### src/rtl/prog_mem_loadable_pkg.sv
`default_nettype none
// ============================================================================
//  Module      : prog_mem_loadable_pkg
//  Description : Shared definitions for the loadable instruction memory:
//                loader FSM state encoding, bytes-per-word helper and the
//                NOP encoding used to fill unused memory words.
//  Revision    : 1.0  initial release
// ============================================================================
package prog_mem_loadable_pkg;

    // Loader FSM states
    typedef enum logic [1:0] {
        ST_IDLE  = 2'd0,
        ST_LOAD  = 2'd1,
        ST_CLEAR = 2'd2,
        ST_DONE  = 2'd3
    } state_t;

    // NOP is the all-zero word; one bit replicated to the instruction width
    localparam logic C_NOP_BIT = 1'b0;

    // Number of load bytes making up one instruction word (BPW)
    function automatic int unsigned bytes_per_word(input int unsigned ir_width);
        return ir_width / 8;
    endfunction

endpackage : prog_mem_loadable_pkg
`default_nettype wire

### src/rtl/prog_word_assembler.sv
`default_nettype none
// ============================================================================
//  Module      : prog_word_assembler
//  Description : Collects load bytes (most-significant first) into one
//                instruction word. Flags the byte that completes a word; a
//                last byte arriving mid-word completes it early, with the
//                missing low bytes zero-padded.
//  Ports       : clk, rst        clock / synchronous active-high reset
//                i_clear         restart assembly (start of a new load)
//                i_valid         i_data accepted this cycle
//                i_data          load byte
//                i_last          final byte of the program
//                o_word          assembled (padded) word, valid with
//                                o_word_complete
//                o_word_complete word finished this cycle
//                o_padded        word finished early and was zero-padded
//  Revision    : 1.0  initial release
// ============================================================================
module prog_word_assembler
    import prog_mem_loadable_pkg::*;
#(
    parameter int unsigned IR_WIDTH = 16
) (
    input  logic                clk,
    input  logic                rst,
    input  logic                i_clear,
    input  logic                i_valid,
    input  logic [7:0]          i_data,
    input  logic                i_last,
    output logic [IR_WIDTH-1:0] o_word,
    output logic                o_word_complete,
    output logic                o_padded
);

    localparam int unsigned BPW   = bytes_per_word(IR_WIDTH);
    localparam int unsigned CNT_W = (BPW > 1) ? $clog2(BPW) : 1;
    localparam logic [CNT_W-1:0] C_LAST_IDX = CNT_W'(BPW - 1);

    logic [IR_WIDTH-1:0] r_shift;
    logic [CNT_W-1:0]    r_cnt;
    logic [IR_WIDTH-1:0] w_next;
    logic [CNT_W-1:0]    w_pad_bytes;
    logic                w_full;

    // Bytes already held sit in the low end; the new byte is appended below.
    assign w_next      = (r_shift << 8) | IR_WIDTH'(i_data);
    assign w_full      = (r_cnt == C_LAST_IDX);
    // On an early last byte, move the partial word up so the padding
    // lands in the low-order bytes. A full word needs no shift.
    assign w_pad_bytes = C_LAST_IDX - r_cnt;
    assign o_word      = w_next << {w_pad_bytes, 3'b000};

    assign o_word_complete = i_valid && (w_full || i_last);
    assign o_padded        = i_valid && i_last && !w_full;

    always_ff @(posedge clk) begin
        if (rst || i_clear) begin
            r_shift <= '0;
            r_cnt   <= '0;
        end else if (i_valid) begin
            if (o_word_complete) begin
                r_shift <= '0;
                r_cnt   <= '0;
            end else begin
                r_shift <= w_next;
                r_cnt   <= r_cnt + 1'b1;
            end
        end
    end

endmodule : prog_word_assembler
`default_nettype wire

### src/rtl/prog_mem_loadable.sv
`default_nettype none
// ============================================================================
//  Module      : prog_mem_loadable
//  Description : Run-time loadable instruction memory. Registered fetch port
//                (pc -> ir) plus a byte-wide load port that writes the
//                program from address 0, zero-fills the unused tail and
//                reports word count, checksum and error flags.
//  Ports       : clk, res              clock / synchronous active-high reset
//                pc, ir, ir_valid,     fetch address, registered instruction,
//                pc_fault              result qualifier, out-of-range flag
//                load_start            begin a load (honoured only when idle)
//                ld_data/valid/last,   load byte stream, MS byte first;
//                ld_ready              accepted when ld_valid && ld_ready
//                busy, load_done       core stall, one-cycle end-of-load pulse
//                load_count, checksum, words written, mod-256 byte sum,
//                load_err, overflow    partial last word, too many words
//  Revision    : 1.0  initial release
// ============================================================================
module prog_mem_loadable
    import prog_mem_loadable_pkg::*;
#(
    parameter int unsigned PC_WIDTH = 8,
    parameter int unsigned IR_WIDTH = 16,
    parameter int unsigned DEPTH    = 64
) (
    input  logic                clk,
    input  logic                res,
    input  logic [PC_WIDTH-1:0] pc,
    output logic [IR_WIDTH-1:0] ir,
    output logic                ir_valid,
    output logic                pc_fault,
    input  logic                load_start,
    input  logic [7:0]          ld_data,
    input  logic                ld_valid,
    input  logic                ld_last,
    output logic                ld_ready,
    output logic                busy,
    output logic                load_done,
    output logic [PC_WIDTH:0]   load_count,
    output logic [7:0]          checksum,
    output logic                load_err,
    output logic                overflow
);

    localparam int unsigned AW = (DEPTH > 1) ? $clog2(DEPTH) : 1;
    localparam logic [PC_WIDTH:0] C_DEPTH     = (PC_WIDTH + 1)'(DEPTH);
    localparam logic [PC_WIDTH:0] C_LAST_ADDR = (PC_WIDTH + 1)'(DEPTH - 1);

    state_t              r_state;
    state_t              w_state_nxt;
    logic [IR_WIDTH-1:0] r_mem [0:DEPTH-1];
    logic [PC_WIDTH:0]   r_addr;
    logic [PC_WIDTH:0]   r_load_count;
    logic [7:0]          r_checksum;
    logic                r_load_err;
    logic                r_overflow;
    logic [IR_WIDTH-1:0] r_ir;
    logic                r_ir_valid;
    logic                r_pc_fault;

    logic                w_busy;
    logic                w_ld_ready;
    logic                w_load_done;
    logic                w_accept;
    logic                w_start;
    logic                w_addr_in_range;
    logic [PC_WIDTH:0]   w_addr_inc;
    logic [IR_WIDTH-1:0] w_word;
    logic                w_word_complete;
    logic                w_padded;
    logic                w_we;
    logic [AW-1:0]       w_waddr;
    logic [IR_WIDTH-1:0] w_wdata;

    assign w_accept        = (r_state == ST_LOAD) && ld_valid;
    assign w_start         = (r_state == ST_IDLE) && load_start;
    assign w_addr_in_range = (r_addr < C_DEPTH);
    // Write address saturates at DEPTH so further words are recognised as overflow
    assign w_addr_inc      = w_addr_in_range ? (r_addr + 1'b1) : r_addr;

    prog_word_assembler #(
        .IR_WIDTH (IR_WIDTH)
    ) u_asm (
        .clk             (clk),
        .rst             (res),
        .i_clear         (w_start),
        .i_valid         (w_accept),
        .i_data          (ld_data),
        .i_last          (ld_last),
        .o_word          (w_word),
        .o_word_complete (w_word_complete),
        .o_padded        (w_padded)
    );

    // ---------------- loader FSM ----------------
    always_ff @(posedge clk) begin
        if (res) begin
            r_state <= ST_IDLE;
        end else begin
            r_state <= w_state_nxt;
        end
    end

    always_comb begin
        w_state_nxt = r_state;
        w_busy      = 1'b1;
        w_ld_ready  = 1'b0;
        w_load_done = 1'b0;
        case (r_state)
            ST_IDLE: begin
                w_busy = 1'b0;
                if (load_start) begin
                    w_state_nxt = ST_LOAD;
                end
            end
            ST_LOAD: begin
                w_ld_ready = 1'b1;
                // A last byte always completes a word, so w_addr_inc is the
                // first address left unwritten by the program.
                if (w_accept && ld_last) begin
                    w_state_nxt = (w_addr_inc < C_DEPTH) ? ST_CLEAR : ST_DONE;
                end
            end
            ST_CLEAR: begin
                if (r_addr >= C_LAST_ADDR) begin
                    w_state_nxt = ST_DONE;
                end
            end
            ST_DONE: begin
                w_load_done = 1'b1;
                w_state_nxt = ST_IDLE;
            end
            default: begin
                w_state_nxt = ST_IDLE;
            end
        endcase
    end

    // ---------------- load bookkeeping ----------------
    always_ff @(posedge clk) begin
        if (res || w_start) begin
            r_addr       <= '0;
            r_load_count <= '0;
            r_checksum   <= '0;
            r_load_err   <= 1'b0;
            r_overflow   <= 1'b0;
        end else if (r_state == ST_LOAD) begin
            if (w_accept) begin
                r_checksum <= r_checksum + ld_data;
                if (w_word_complete) begin
                    r_addr <= w_addr_inc;
                    if (r_load_count < C_DEPTH) begin
                        r_load_count <= r_load_count + 1'b1;
                    end
                    if (!w_addr_in_range) begin
                        r_overflow <= 1'b1;
                    end
                    if (w_padded) begin
                        r_load_err <= 1'b1;
                    end
                end
            end
        end else if (r_state == ST_CLEAR) begin
            r_addr <= r_addr + 1'b1;
        end
    end

    // ---------------- storage ----------------
    always_comb begin
        w_we    = 1'b0;
        w_waddr = r_addr[AW-1:0];
        w_wdata = w_word;
        if (!res) begin
            if ((r_state == ST_LOAD) && w_word_complete && w_addr_in_range) begin
                w_we = 1'b1;
            end else if (r_state == ST_CLEAR) begin
                w_we    = 1'b1;
                w_wdata = {IR_WIDTH{C_NOP_BIT}};
            end
        end
    end

    // Array is deliberately not reset; contents come from a completed load.
    always_ff @(posedge clk) begin
        if (w_we) begin
            r_mem[w_waddr] <= w_wdata;
        end
    end

    // ---------------- fetch register ----------------
    always_ff @(posedge clk) begin
        if (res || w_busy) begin
            r_ir       <= '0;
            r_ir_valid <= 1'b0;
            r_pc_fault <= 1'b0;
        end else if ({1'b0, pc} >= C_DEPTH) begin
            r_ir       <= {IR_WIDTH{C_NOP_BIT}};
            r_ir_valid <= 1'b1;
            r_pc_fault <= 1'b1;
        end else begin
            r_ir       <= r_mem[pc[AW-1:0]];
            r_ir_valid <= 1'b1;
            r_pc_fault <= 1'b0;
        end
    end

    assign ir         = r_ir;
    assign ir_valid   = r_ir_valid;
    assign pc_fault   = r_pc_fault;
    assign ld_ready   = w_ld_ready;
    assign busy       = w_busy;
    assign load_done  = w_load_done;
    assign load_count = r_load_count;
    assign checksum   = r_checksum;
    assign load_err   = r_load_err;
    assign overflow   = r_overflow;

endmodule : prog_mem_loadable
`default_nettype wire
### config.mk
export PLATFORM = sky130hd
export DESIGN_NAME = prog_mem_loadable
export DESIGN_NICKNAME = d
export VERILOG_FILES = /design/src/rtl/prog_mem_loadable_pkg.sv /design/src/rtl/prog_word_assembler.sv /design/src/rtl/prog_mem_loadable.sv
export SDC_FILE = /design/constraint.sdc
export NUM_CORES = 1
export LEC_CHECK = 0
export ABC_AREA = 1
export BUFFER_PORTS_ARGS = -buffer_cell sky130_fd_sc_hd__buf_4
export CORE_ASPECT_RATIO = 1.4
export CORE_MARGIN = 1.5
export CORE_UTILIZATION = 30
export DETAILED_ROUTE_END_ITERATION = 16
export MAX_ROUTING_LAYER = met4
export PLACE_DENSITY = 0.49
export SYNTH_ARGS = -nofsm -noshare
export SYNTH_HDL_FRONTEND = slang
export SYNTH_SLANG_ARGS = --single-unit
### constraint.sdc
create_clock -name clk -period 4.3 [get_ports clk]
set_clock_uncertainty 0.15 [all_clocks]
set_input_delay 1.075 -clock clk [delete_from_list [all_inputs] [get_ports clk]]
set_output_delay 1.075 -clock clk [all_outputs]
set_load 0.05 [all_outputs]
==> results of run 1 <==
==> worst max-delay path, cell delays in order, from the launching register on <==
cell,delay (ns)
dfxtp_1,0.33
inv_1,0.14
ha_1,0.37
nand2_2,0.30
nor2_8,0.23
inv_2,0.06
nor2_4,0.12
nand2_2,0.10
nand2_8,0.14
nand4_4,0.32
nor2_1,0.53
buf_12,0.22
==> cell families after synthesis <==
group | count (synthesis) | synth area share [%]
fa+ha+maj | 15 | 0.443
compound gates | 88 | 1.05
flops | 1081 | 72.4
buf+inv | 288 | 2.99
simple gates | 2347 | 23.0
xor+xnor | 6 | 0.119
==> cell usage in the layout, fill, tap and decap left out, types with 2 or more instances in the layout <==
cell type / n
nand4_1: 3
nand4_4: 8
inv_2: 5
a21oi_1: 61
inv_6: 4
a211oi_1: 3
nor2_2: 9
buf_8: 2
clkinvlp_4: 2
nand3_1: 885
edfxtp_1: 1024
nand2_1: 1316
inv_4: 2
o21ai_0: 16
clkbuf_1: 37
nor2_1: 91
inv_1: 47
buf_4: 170
o21ai_1: 3
clkinv_1: 23
clkbuf_8: 4
ha_1: 14
clkbuf_16: 111
buf_12: 34
nand2_2: 5
xor2_1: 6
dfxtp_1: 57
nor2_4: 18
clkinv_8: 2
clkinv_2: 12
nor3_1: 6
bufinv_16: 7
==> registers in the layout, summed over array words and instances (netlist names) <==
name and count:
r_mem 1024, ir 16, load_count 9, r_addr 9
checksum 8, u_asm.r_shift 8, r_state 2, ir_valid 1
load_err 1, overflow 1, pc_fault 1, u_asm.r_cnt 1
==> report_power, final <==
part / total (uW) / internal, uW / switching, uW
combinational: 2410 / 562 / 1850
clock: 9250 / 5220 / 4020
sequential: 11900 / 11900 / 67.3
total: 23600 / 17700 / 5940
==> path summary, 6_finish.rpt <==
check                   startpoint                to  cells after the start
hold / removal    u_asm.r_shift[4]  u_asm.r_shift[4]                      2
setup reg to reg        r_state[1]     r_mem[60][12]                     11
setup / recovery        r_state[1]     r_mem[60][12]                     11
hold reg to reg   u_asm.r_shift[4]  u_asm.r_shift[4]                      2
==> final cells by class <==
| class | instances | share of cell area [%] |
|---|---|---|
| Sequential cell | 1081 | 62.6 |
| Multi-Input combinational cell | 2456 | 21.6 |
| Clock buffer | 152 | 5.83 |
| Tap cell | 1932 | 4.74 |
| Timing Repair Buffer | 206 | 3.90 |
| Clock inverter | 48 | 0.847 |
| Inverter | 58 | 0.484 |
| Antenna cell | 1 | 0.00491 |
==> per-stage QoR <==
stage               worst slack, ns  cell area [um2]
floorplan                     0.320            44100
global placement              0.428            47600
detailed placement            0.426            47600
CTS                           0.928            51000
global route                  0.749            51000
finish                        0.974            51000
==> per-layer routing <==
layer	wire length, um	vias to the layer above	part of all wire, %	track usage [%]
met5	0	-	0	-
met4	4020	0	3.1	6.13
met3	5180	172	4.0	1.68
met2	64700	686	51	29.5
li1	-	13600	-	-
met1	54100	14000	42	22.0
==> out/metrics.csv, run 1 <==
metric,value,unit
outcome,"finished, final reports clean",
grt_first_pass_wirelength,189000,um
ys_seq_elements,1081,
numCtsBuffers,108,
fin_cells,5934,
final_util,34.9,%
worst_hold_slack,0.314,ns
nFillCells,14300,
clockBufferDepth,3,
num_rows,166,
synth_sequential_area_ratio,72.4,%
synth_fp_nets,3861,
die_y,457,um
yosys.cell_count.top_type,nand2_1,
synthTopCellsByArea,"edfxtp_1 (70%), nand2_1 (11%), nand3_1 (10%), dfxtp_1 (2.6%), buf_2 (1.4%)",
synthFlopType,edfxtp_1,
wl,128000,um
drive_gt1_share,10.1,%
antenna_found_initial,1,
dieArea,149000,um2
first_global_vias,27700,
drtPass1Iterations,5,
netlist_area,44100,um2
arrival,3.60,ns
core-area,146000,um2
cts_num_sinks,1081,
yosys.area.top_type_share,69.8,%
grt_overflow,0,
slew_headroom,19.2,%
worst_slew_pin_slew,1.21,ns
htree_num_levels,3,
yosysWarnings,0,
postCtsSetupRepairBufs,0,
drv_slew,0,
synthTopCellsByCount,"nand2_1 (1316), edfxtp_1 (1024), nand3_1 (885)",
ant_nets,0,
crit_path_end_kind,flop,
cts_tree,done,
wl_per_cell,21.6,um
ctsHoldBuffers,0,
vias_per_cell,4.80,
async_flop_share,0,%
fmax,0.301,GHz
ff2ff_setup_slack,0.97,ns
gp_congestion,0.808,
drc,0,
dpl.hpwl,71300,um
clk_latency,0.73,ns
grt_max_degree,117,
final_hold_viol_count,0,
drtIter0Drc,2286,
portBuffers,60,
cts_root_buffer,clkbuf_16,
period_share,77.4,%
total_power,23600,uW
peakVddDrop,397,uV
yosysTopAreaCell,edfxtp_1,
multi_input_area,11000,um2
num_vias,28500,
critical_path_class,reg -> reg,
drv_cap,0,
crit_fanout,15,
setup_violations,0,
seqCellArea,31900,um2
ioPinCount,61,
start_util,30.2,%
synth_cell_types,36,
cellLeakagePower,0.0183,uW
dp.cells,5733,
required,4.58,ns
avgSynthCellArea,11.5,um2
clkSlewWorstSetupHoldPaths,0.06,ns
grt_util_all_layers,17.6,%
min_period,3.33,ns
fin_setup_tns,0,ns
area_growth,15.6,%
die_w,327,um
start_kind,flop,
min_path_type,reg -> reg,
grt_setup_unrepaired,no,
power.density,463,nW/um2
nets,3947,
netlist_instances,3825,
cts_resized,0,
synth-edff-count,1024,
Note: power is estimated with default switching activity, not from simulation.
==> run 2: changes to the inputs <==
--- a/config.mk
+++ b/config.mk
@@ -5,14 +5,14 @@
 export SDC_FILE = /design/constraint.sdc
 export NUM_CORES = 1
 export LEC_CHECK = 0
-export ABC_AREA = 1
+export ABC_AREA = 0
 export BUFFER_PORTS_ARGS = -buffer_cell sky130_fd_sc_hd__buf_4
 export CORE_ASPECT_RATIO = 1.4
 export CORE_MARGIN = 1.5
 export CORE_UTILIZATION = 30
 export DETAILED_ROUTE_END_ITERATION = 16
 export MAX_ROUTING_LAYER = met4
-export PLACE_DENSITY = 0.49
+export PLACE_DENSITY = 0.5
 export SYNTH_ARGS = -nofsm -noshare
 export SYNTH_HDL_FRONTEND = slang
 export SYNTH_SLANG_ARGS = --single-unit
==> constraint.sdc (replaced) <==
create_clock -name clk -period 2.9 [get_ports clk]
set_clock_uncertainty 0.15 [all_clocks]
set_input_delay 0.725 -clock clk [delete_from_list [all_inputs] [get_ports clk]]
set_output_delay 0.725 -clock clk [all_outputs]
set_load 0.05 [all_outputs]
==> run 2 against run 1 <==
Net effect: synthesized cell count down 46%; count of clock-buffer cells in the layout down 34; first-iteration DRC count down 26%; via count down 24%; clock power up 56%; die area down 4.8%; critical path depth down 7.
==> out/metrics.csv, run 2 <==
metric,value,unit,change
outcome,"finished, final reports clean",,
slew_headroom,39.8,%,+21 points
setup_violations,0,,unchanged
numCtsBuffers,102,,-5.6%
first_global_vias,22900,,-17%
grt_overflow,0,,unchanged
wl_per_cell,27.7,um,+28%
num_rows,162,,-2.4%
netlist_area,42000,um2,-4.8%
antenna_found_initial,4,,+3
ys_seq_elements,1081,,unchanged
power.density,681,nW/um2,+47%
layout_setup_ws,0.186,ns,-0.788 ns
clk_latency,0.72,ns,about the same
fin_setup_tns,0,ns,unchanged
crit_path_end_kind,output pin,,
final_hold_viol_count,0,,unchanged
dpl.hpwl,79300,um,+11%
synth-edff-count,1024,,unchanged
num_vias,21600,,-24%
synthFlopType,edfxtp_1,,
fmax,0.368,GHz,
peakVddDrop,441,uV,+11%
top_register,r_mem,,
yosysWarnings,0,,unchanged
holdPathStages,2,,unchanged
ant_nets,0,,unchanged
nets,2463,,-38%
grt_first_pass_wirelength,169000,um,-10%
r2r-end,r_mem[13][11],,
start_kind,flop,,
synthTopCellsByArea,"edfxtp_1 (73%), mux4_2 (13%), dfxtp_1 (2.7%), nor2_1 (1.2%), mux2i_1 (1.1%)",,
max_stage_delay,0.43,ns,-0.10 ns
yosys.area.top_type_share,73.3,%,+3.5 points
drv_slew,0,,unchanged
synthAdderAreaFrac,0.465,%,+0.022 points
reg2reg_depth,10,,-1
critical_path_class,reg -> out,,
clockBufferDepth,3,,unchanged
drtIter0Drc,1681,,-26%
drv_cap,0,,unchanged
cp_num_buf_inv,3,,unchanged
gp_congestion,0.862,,+6.6%
area_growth,22.6,%,
final_common_cell,edfxtp_1,,
ff2ff_setup_slack,0.20,ns,-0.77 ns
start_util,30.2,%,about the same
hold_start,pc[6],,
drive_gt1_share,33.0,%,+23 points
place_ws,-0.514,ns,-0.940 ns
synth_sequential_area_ratio,76.0,%,+3.7 points
die_y,445,um,-2.4%
required,2.03,ns,-2.55 ns
crit_path_top_delay_cell,dfxtp_1,,
largest_register_ffs,1024,,unchanged
period_share,93.6,%,
worst_slew_pin_slew,0.896,ns,-0.313 ns
avgSynthCellArea,20.3,um2,+76%
cts_num_sinks,1081,,unchanged
total_power,35000,uW,+48%
min_period,2.71,ns,
hold_end,pc_fault,,
cts_root_buffer,clkbuf_16,,
portBuffers,60,,unchanged
synthMuxAreaShare,14.9,%,+15 points
drtPass1Iterations,7,,+2
die_w,319,um,-2.4%
synth-xor-area-share,0.251,%,+0.13 points
wl,120000,um,-6.5%
path_cells,inv_1 -> ha_1 -> inv_1 -> buf_4,,
async_flop_share,0,%,unchanged
synth_compound_area_share,3.22,%,+2.2 points
yosys.cell_count.top_type,edfxtp_1,,
netlist_instances,2066,,-46%
core-area,139000,um2,-4.8%
dieArea,142000,um2,-4.8%
synth_cell_types,70,,+94%
drc,0,,unchanged
htree_num_levels,3,,unchanged
clkSlewWorstSetupHoldPaths,0.06,ns,about the same
yosys.area_share.simple,3.58,%,-19 points
synth_fp_nets,2102,,-46%
min_path_type,in -> reg,,
grt_setup_unrepaired,no,,
r2r_start,r_state[1],,
arrival,1.84,ns,-1.76 ns
crit_family,buffers and inverters,,
mostFrequentLayoutCells,"edfxtp_1 (1024), buf_4 (257), mux4_2 (243)",,
ioPinCount,61,,unchanged
crit_fanout,4,,-11
synth_top_family_by_area,multiplexers,,
cts_tree,done,,
grt_max_degree,65,,-44%
crit_path_frequent_cell,inv_1,,
synthTopCellsByCount,"edfxtp_1 (1024), mux4_2 (243), nor2_1 (133)",,
vias_per_cell,5.01,,+4.4%
cellLeakagePower,0.0167,uW,-8.8%
yosysTopAreaCell,edfxtp_1,,
grt_util_all_layers,17.4,%,-0.20 points
postCtsSetupRepairBufs,0,,unchanged
-- run 2: cell types whose count changed after synthesis, moves of 15 or more --
cell	change
mux2i_1	+47
o21ai_0	+30
a21oi_1	-38
mux4_2	+243
o22ai_1	+30
a31oi_1	+15
a22oi_1	+15
clkbuf_1	-39
nor2_1	+17
inv_1	-34
nand2_1	-1246
nand3_1	-863
buf_2	-84
and2_1	+15
-- run 2: logic make-up (layout without fill, tap and decap cells) --
logic type / after synthesis / after routing
flip-flops: 1081 / 1081
AND/OR/NAND/NOR: 323 / 323
multiplexers: 308 / 308
AO/OA/AOI/OAI: 203 / 203
buffers and inverters: 124 / 573
adder cells (fa/ha/maj): 15 / 15
XOR/XNOR: 12 / 12
other: 0 / 3
-- run 2: final cells by class --
cell class	instances	area, um2
Antenna cell	3	7.51
Fill cell	12800	87600
Clock buffer	118	2610
Multi-Input combinational cell	861	9550
Timing Repair Buffer	365	4070
Tap cell	1804	2260
Clock inverter	74	963
Inverter	16	60.1
Sequential cell	1081	31900
-- run 2: timing repair --
item | in CTS | in global routing
gates cloned | 0 | 0
gates resized for setup | 2 | 2
hold buffers | 0 | 0
endpoints found under the hold margin | 0 | 0
setup endpoints to repair | 2 | 108
-- run 2: worst max path at each step --
stage                           from            end  slack (ns)  cells past startpoint
after global routing      r_state[1]   r_mem[38][4]        0.03                      9
after detailed placement       pc[1]         ir[10]       -0.51                      8
final                     r_state[0]           busy        0.19                      4
after CTS                 r_state[1]  r_mem[38][12]        0.04                      9
after global placement         pc[1]         ir[10]       -0.51                      8
after floorplan           r_state[1]   r_mem[59][0]        0.02                      7
-- run 2: power breakdown --
part | internal (uW) | switching, uW | leakage, uW
logic | 1090 | 2010 | 0.00517
clock network | 8380 | 5980 | 0.00173
registers | 17500 | 81.0 | 0.00981
-- run 2: worst register-to-register path, delay by kind of cell (launching register included) --
| family | cells | cell delay, ns |
|---|---|---|
| AOI/OAI and AO/OA | 2 | 0.37 |
| adders and majority gates | 1 | 0.20 |
| buffers and inverters | 4 | 0.71 |
| and+or+nand+nor | 3 | 0.60 |
| DFF | 1 | 0.34 |
-- run 2: per-layer routing --
| layer | GRT usage [%] | share of wire (%) | vias to the layer above |
|---|---|---|---|
| met5 | - | 0 | - |
| met4 | 7.49 | 4.4 | 0 |
| met3 | 2.66 | 4.5 | 174 |
| met2 | 31.1 | 54 | 621 |
| met1 | 19.0 | 37 | 11600 |
| li1 | - | - | 9250 |
-- run 2: through the flow --
stage,util [%],cell area [um2],hold slack [ns],std cells
floorplan,-,42000,0.307,2066
global placement,34.4,47800,0.311,4127
detailed placement,34.4,47800,0.312,4127
CTS,37.0,51400,0.0240,4319
global route,37.0,51400,0.0743,4321
finish,37.0,51400,0.0812,4322
